==> src/rtl/display_scan_ctrl.sv <==
// Time-multiplexed scan controller for a 4-digit common-anode 7-segment display.
// Optional build macro LEADING_ZERO_BLANK_EN blanks a zero hour-tens digit.
module display_scan_ctrl #(
  parameter int DIGIT_TICKS = 25000,
  parameter int GUARD_TICKS = 250,
  parameter int BLINK_TICKS = 50000000
) (
  input  logic        clk,
  input  logic        rst_n,
  input  logic        en,
  input  logic [15:0] digits,
  input  logic [3:0]  blink_mask,
  output logic [3:0]  bcd_out,
  output logic [3:0]  an,
  output logic [1:0]  digit_sel,
  output logic        bad_bcd
);

  localparam int DW = (DIGIT_TICKS > 2) ? $clog2(DIGIT_TICKS) : 1;
  localparam int BW = (BLINK_TICKS > 2) ? $clog2(BLINK_TICKS) : 1;
  localparam logic [DW-1:0] C_DIG_LAST = DW'(DIGIT_TICKS - 1);
  localparam logic [DW-1:0] C_GUARD    = DW'(GUARD_TICKS);
  localparam logic [BW-1:0] C_BLK_LAST = BW'(BLINK_TICKS - 1);

  logic [DW-1:0] r_dwell;
  logic [1:0]    r_sel;
  logic [15:0]   r_shadow;
  logic [BW-1:0] r_blink;
  logic          r_phase;
  logic [3:0]    r_an;
  logic [3:0]    r_bcd;
  logic          r_bad;

  logic          w_dwell_tc;
  logic [DW-1:0] w_dwell_nxt;
  logic [1:0]    w_sel_nxt;
  logic [15:0]   w_shadow_nxt;
  logic          w_blink_tc;
  logic [BW-1:0] w_blink_nxt;
  logic          w_phase_nxt;
  logic [3:0]    w_nibble;
  logic          w_valid;
  logic          w_blanked;
  logic          w_lz_blank;
  logic          w_lit;
  logic [3:0]    w_an_nxt;
  logic [3:0]    w_bcd_nxt;

  // Outputs are computed from next-state values so an, bcd_out and digit_sel
  // all change on the same edge as the dwell counter they describe.
  always_comb begin
    w_dwell_tc   = (r_dwell == C_DIG_LAST);
    w_dwell_nxt  = w_dwell_tc ? '0 : r_dwell + 1'b1;
    w_sel_nxt    = w_dwell_tc ? r_sel + 2'd1 : r_sel;
    w_shadow_nxt = (w_dwell_tc && (r_sel == 2'd3)) ? digits : r_shadow;

    w_blink_tc   = (r_blink == C_BLK_LAST);
    w_blink_nxt  = w_blink_tc ? '0 : r_blink + 1'b1;
    w_phase_nxt  = r_phase ^ w_blink_tc;

    w_nibble     = w_shadow_nxt[{w_sel_nxt, 2'b00} +: 4];
    w_valid      = (w_nibble <= 4'd9);
    w_blanked    = w_phase_nxt & blink_mask[w_sel_nxt];
`ifdef LEADING_ZERO_BLANK_EN
    w_lz_blank   = (w_sel_nxt == 2'd3) && (w_shadow_nxt[15:12] == 4'd0);
`else
    w_lz_blank   = 1'b0;
`endif
    w_lit        = en && w_valid && !w_blanked && !w_lz_blank &&
                   (w_dwell_nxt >= C_GUARD);

    w_an_nxt     = 4'b1111;
    if (w_lit) begin
      w_an_nxt[w_sel_nxt] = 1'b0;
    end
    w_bcd_nxt    = w_valid ? w_nibble : 4'd0;
  end

  always_ff @(posedge clk) begin
    if (!rst_n) begin
      r_dwell  <= '0;
      r_sel    <= 2'd0;
      r_shadow <= 16'h0000;
      r_blink  <= '0;
      r_phase  <= 1'b0;
      r_an     <= 4'b1111;
      r_bcd    <= 4'd0;
      r_bad    <= 1'b0;
    end else begin
      r_dwell  <= w_dwell_nxt;
      r_sel    <= w_sel_nxt;
      r_shadow <= w_shadow_nxt;
      r_blink  <= w_blink_nxt;
      r_phase  <= w_phase_nxt;
      r_an     <= w_an_nxt;
      r_bcd    <= w_bcd_nxt;
      r_bad    <= r_bad | ~w_valid;
    end
  end

  assign bcd_out   = r_bcd;
  assign an        = r_an;
  assign digit_sel = r_sel;
  assign bad_bcd   = r_bad;

endmodule

==> config.mk <==
export PLATFORM = sky130hd
export DESIGN_NAME = display_scan_ctrl
export DESIGN_NICKNAME = d
export VERILOG_FILES = /design/src/rtl/display_scan_ctrl.sv
export SDC_FILE = /design/constraint.sdc
export NUM_CORES = 1
export LEC_CHECK = 0
export CORE_UTILIZATION = 61
export DETAILED_ROUTE_END_ITERATION = 6
export PLACE_DENSITY = 0.82
export RECOVER_POWER = 100
export SLEW_MARGIN = 40
export SYNTH_ARGS = -nofsm -noshare
export SYNTH_HDL_FRONTEND = slang
export SYNTH_SLANG_ARGS = --single-unit
==> constraint.sdc <==
create_clock -name clk -period 3.9 [get_ports clk]
set_input_delay 0.78 -clock clk [delete_from_list [all_inputs] [get_ports clk]]
set_output_delay 0.78 -clock clk [all_outputs]
set_load 0.01 [all_outputs]
**After elaboration in Yosys (flattened, before gate mapping)**

Cells that the tools add are included.

- Bits in registers: 69
- Output and inout bits: 11
- Logic and storage cells: 41

- $add $sub $neg: 3
- Magnitude comparators: 4
- Equal/unequal tests: 3
- Shift-type cells: 1
- Mux-type cells: 7
- Bitwise gates (word level): 6
- Reduce and logical (&&, ||, !) cells: 9

Operator list:

| kind | number |
|---|---|
| $add 26x1->26 const B | 1 |
| $eq 26x26->1 const B | 1 |
| $mux 16 | 1 |
| $shiftx 16x5->4 | 1 |
| $add 15x1->15 const B | 1 |
| $eq 15x15->1 const B | 1 |
| $ge 15x8->1 const B | 1 |
| $mux 15 | 1 |
| $logic_and 1x1->1 | 5 |
| $le 4x4->1 const B | 1 |
| $not 4->4 | 1 |
| $reduce_and 2->1 | 2 |
| $lt 2x3->1 const B | 1 |
| $add 2x1->2 const B | 1 |
| $bmux 1 s2 | 1 |
| $demux 1 s2 | 1 |
| $eq 2x2->1 const B | 1 |
| $ge 2x1->1 const B | 1 |
| $mux 1 | 2 |
| $mux 2 | 1 |
| $not 1->1 | 2 |
| $reduce_or 2->1 | 1 |
| $and 1x1->1 | 1 |
| $logic_not 1->1 | 1 |
| 2 further kinds | 2 |

**Depth between registers and ports, before layout**

- Word-level depth: 9
- Gate-level depth with buffers: 10
- Depth with buffers taken out: 8

**Worst setup path before layout**

OpenSTA, ideal clock, no wires.

- Path type: register to register
- Start point: reg r_sel[0] (netlist: digit_sel[0])
- End point: reg r_an[0] (netlist: an[0])
- Arrival: 2.347 ns
- Data required time: 3.770 ns
- Slack: 1.423 ns
- Stages on the path, launching flop included: 8
- Clock period less this slack: 2.477 ns
- Path through: dfxtp_1 -> ha_1 -> buf_2 -> mux4_2 -> mux4_2 -> o21a_1 -> a211oi_2 -> o21ai_1

- Cells in the longest elaborated chain, start to end: 9

Ends and longest elaborated chain:

| item | line | RTL |
|---|---|---|
| start, declared | 26 | `logic [1:0] r_sel;` |
| start signal, assigned | 91 | `r_sel <= w_sel_nxt;` |
| parallel branches: the longest is 9 deep, another holds $le 4x4->1 | -- |  |
| end signal, assigned | 95 | `r_an <= w_an_nxt;` |
| end, declared | 30 | `logic [3:0] r_an;` |

Several ways; the timed one is not identified. The select of a mux whose other input is x is not followed.
A chain may end at the register's enable or synchronous reset.

**Final worst setup path**

- Start point: reg r_sel[1] (netlist: digit_sel[1])
- End point: reg r_an[1] (netlist: an[1])

The elaborated chain is that of the path after synthesis.

==> flow_metrics.tcl <==
set metrics [dict create \
    core_sq_mm 0.00554 \
    globalRouteOverflowTotal 0 \
    final_max_slew_viol_count 0 \
    crit_type "reg -> reg" \
    synth_seq_cells 69 \
    setup_violations 0 \
    clock_latency_ns 0.34 \
    post-route-period-util_pct 87.4 \
    postCtsSetupRepairBufs 0 \
    reg2reg_slack_ns 0.49 \
    arrival_ns 3.61 \
    syn_nets 425 \
    reg2reg_to "an[1]" \
    path_max_fanout 17 \
    wirelength_um 7660 \
    synth_cells 399 \
    vias 2953 \
    syn_avg_cell_area_sq_um 8.80 \
    start_util_pct 63.3 \
    die_w_um 77.9 \
    hp-start "r_blink[0]" \
    synth.distinct_cells 50 \
    antenna_found_initial 0 \
    rr_worst_depth 8 \
    clk_pin_slew_worst_paths_ns 0.08 \
    cts-root-buf "clkbuf_8" \
    min_to "r_blink[0]" \
    hold_depth 1 \
    max_freq_ghz 0.293 \
    rsz0062_at_grt "no" \
    die_area_sq_mm 0.00606 \
    skew_ns 0.00682 \
    dpl-instance-area_sq_mm 0.00386 \
    tritoncts "done" \
    worstPathRequired_ns 4.10 \
    ys_warn_count 0 \
    ioPinCount 34 \
    netlist_area_sq_mm 0.00351 \
    n_antenna_cell 0 \
    grt_max_degree 22 \
    power.density_mw_per_mm2 364 \
    routedWlPerCell_um 15.3 \
    drc_errors 0 \
    cts-resized-gates 0 \
    post_route_cells_drive_above_1_share_pct 7.69 \
    firstDrtPassIters 4 \
    crit_path_start_kind "flip-flop" \
    postCtsHoldBufs 0 \
    dieHeight_um 77.9 \
    drt_iter0_markers 140 \
    grt_pass1_wl_um 12900 \
    htree_num_levels 3 \
    vdd_drop_max_mv 0.248 \
    globalplace.congestion 0.864 \
    whs_ns 0.453 \
    antenna_left 0 \
    final_cells 501 \
    n_fill_cell 415 \
    synthArstFlopShare_pct 0 \
    io_buffers 33 \
    cp-end-kind "flip-flop" \
    placement_rows 27 \
    nNetsFinal 450 \
    timing.critical_path.from "digit_sel[1]" \
    dp_cells 485 \
    cts_buffer_depth 2 \
    ys_seq_area_share_pct 39.4 \
    dpl.hpwl_um 5380 \
    grt_pass1_vias 2791 \
    tns_ns 0 \
    drv_cap 0 \
    cts.sinks 69 \
    p_leak_nw 1.47 \
    viasPerCell 5.89 \
    tightestPinTransition_ns 0.927 \
    maxSlewHeadroom_pct 38.2 \
    finalHoldViolCount 0 \
    status "finished clean" \
    final.min_clock_period_ns 3.41 \
    area_growth_syn_to_layout_pct 16.7 \
    dominantRegCellSynth "dfxtp_1" \
    numCtsBuffers 9 \
    r2r_start "digit_sel[1]" \
    final_cell_area_sq_mm 0.00410 \
    grtUsageTotal_pct 27.6 \
    hold_path.class "reg -> reg" \
    synth_edf_count 0 \
]
## layout make-up
cell class / instances / area [sq um] / area share (%)
multi-input cells: 302 / 2000 / 48.9
flip-flops and latches: 69 / 1380 / 33.7
repair buffers: 37 / 353 / 8.62
clock buffers: 11 / 141 / 3.45
clock inverters: 5 / 106 / 2.60
well taps: 72 / 90.1 / 2.20
inverters: 5 / 18.8 / 0.458
## worst max-delay path: stages (launching register included)
cell and delay [ns]:
dfxtp_1 0.75, ha_1 0.43, and3_1 0.24, nand4_2 0.43
mux2_1 0.49, a32oi_1 0.22, nand3_1 0.13, a211oi_1 0.45
o21ai_1 0.13
## report_power, final
part	leakage (nW)	switching, mW	internal, mW	total [mW]
clock network	0.120	0.274	0.445	0.718
registers	0.557	0.00548	0.709	0.715
logic	0.793	0.0239	0.0318	0.0556
total	1.47	0.303	1.19	1.49
## cell usage in the layout, fill, tap and decap left out, types with 2 or more instances in the layout
master,instances
nand4_1,6
nand3_1,19
dlygate4sd3_1,11
a21boi_0,15
o2bb2ai_1,2
buf_4,2
bufinv_16,3
clkbuf_1,3
nand4b_1,2
and4b_1,2
a31oi_1,2
a21oi_1,6
dfxtp_1,69
nor4_1,6
a21o_1,2
xnor2_1,20
nand2_1,56
nor3_1,7
ha_1,3
o21ai_0,8
xor2_1,20
nor2_1,46
inv_1,5
or3_1,2
mux4_2,6
o21ai_1,2
and2_0,2
and4_1,9
o21a_1,2
mux2i_1,9
clkbuf_8,10
and4bb_1,2
nor2b_1,5
mux2_2,7
a211oi_1,5
and2_1,5
and3_1,9
a32oi_1,2
clkdlybuf4s50_1,22
## registers in the layout, summed over array words and instances (netlist names)
register	flops
digit_sel	2
r_shadow	16
an	4
r_dwell	15
r_blink	26
bcd_out	4
bad_bcd	1
r_phase	1
## how the worst max path moves through the flow
stage / to / slack [ns] / cells after the start
3_3_place_gp: an[0] / 0.80 / 7
5_1_grt: an[1] / 0.24 / 8
3_5_place_dp: an[1] / 0.68 / 8
2_1_floorplan: an[0] / 1.42 / 7
6_report: an[1] / 0.49 / 8
4_1_cts: an[0] / 0.66 / 8
## kinds of logic (layout without fill, tap and decap cells)
| group | Yosys count | in the layout | share of synthesized area [%] |
|---|---|---|---|
| adders and majority gates | 3 | 3 | 1.07 |
| and+or+nand+nor | 186 | 186 | 27.5 |
| muxes | 23 | 23 | 8.98 |
| xor gates and xnor gates | 40 | 40 | 9.98 |
| AOI/OAI and AO/OA | 50 | 50 | 9.88 |
| buffers and inverters | 28 | 58 | 3.28 |
| DFF | 69 | 69 | 39.4 |
## per-stage QoR
step           util, %  setup WS [ns]  total power, mW
6_report          73.9          0.493             1.49
4_1_cts           74.2          0.659             1.50
3_5_place_dp      69.7          0.678            0.787
2_1_floorplan        -           1.42            0.754
3_3_place_gp      69.7          0.802            0.786
5_1_grt           73.9          0.241             1.54
## Yosys cell counts (3+ instances only)
| cell type | number | area share [%] |
|---|---|---|
| ha_1 | 3 | 1.1 |
| nor2b_1 | 5 | 0.89 |
| a21oi_1 | 6 | 0.86 |
| inv_1 | 5 | 0.53 |
| mux2_2 | 8 | 2.6 |
| a211oi_1 | 4 | 0.86 |
| clkbuf_1 | 15 | 1.6 |
| nand2_1 | 56 | 6.0 |
| dfxtp_1 | 69 | 39 |
| buf_2 | 5 | 0.71 |
| nor2_1 | 46 | 4.9 |
| o21ai_0 | 8 | 1.1 |
| xor2_1 | 20 | 5.0 |
| mux2i_1 | 9 | 2.6 |
| and3_1 | 9 | 1.6 |
| nor4_1 | 6 | 1.1 |
| and2_1 | 7 | 1.2 |
| xnor2_1 | 20 | 5.0 |
| nor3_1 | 7 | 1.0 |
| a21boi_0 | 15 | 3.2 |
| and4_1 | 9 | 2.2 |
| mux4_2 | 6 | 3.9 |
| nand3_1 | 19 | 2.7 |
| nand4_1 | 6 | 1.1 |
## metal layers
layer / GRT usage [%] / up-vias / part of all wire (%)
li1: - / 1440 / -
met5: 0 / - / 0
met3: 4.47 / 12 / 4.2
met1: 36.5 / 1411 / 46
met4: 11.9 / 0 / 1.8
met2: 44.6 / 90 / 48
(Power assumes the default switching activity.)
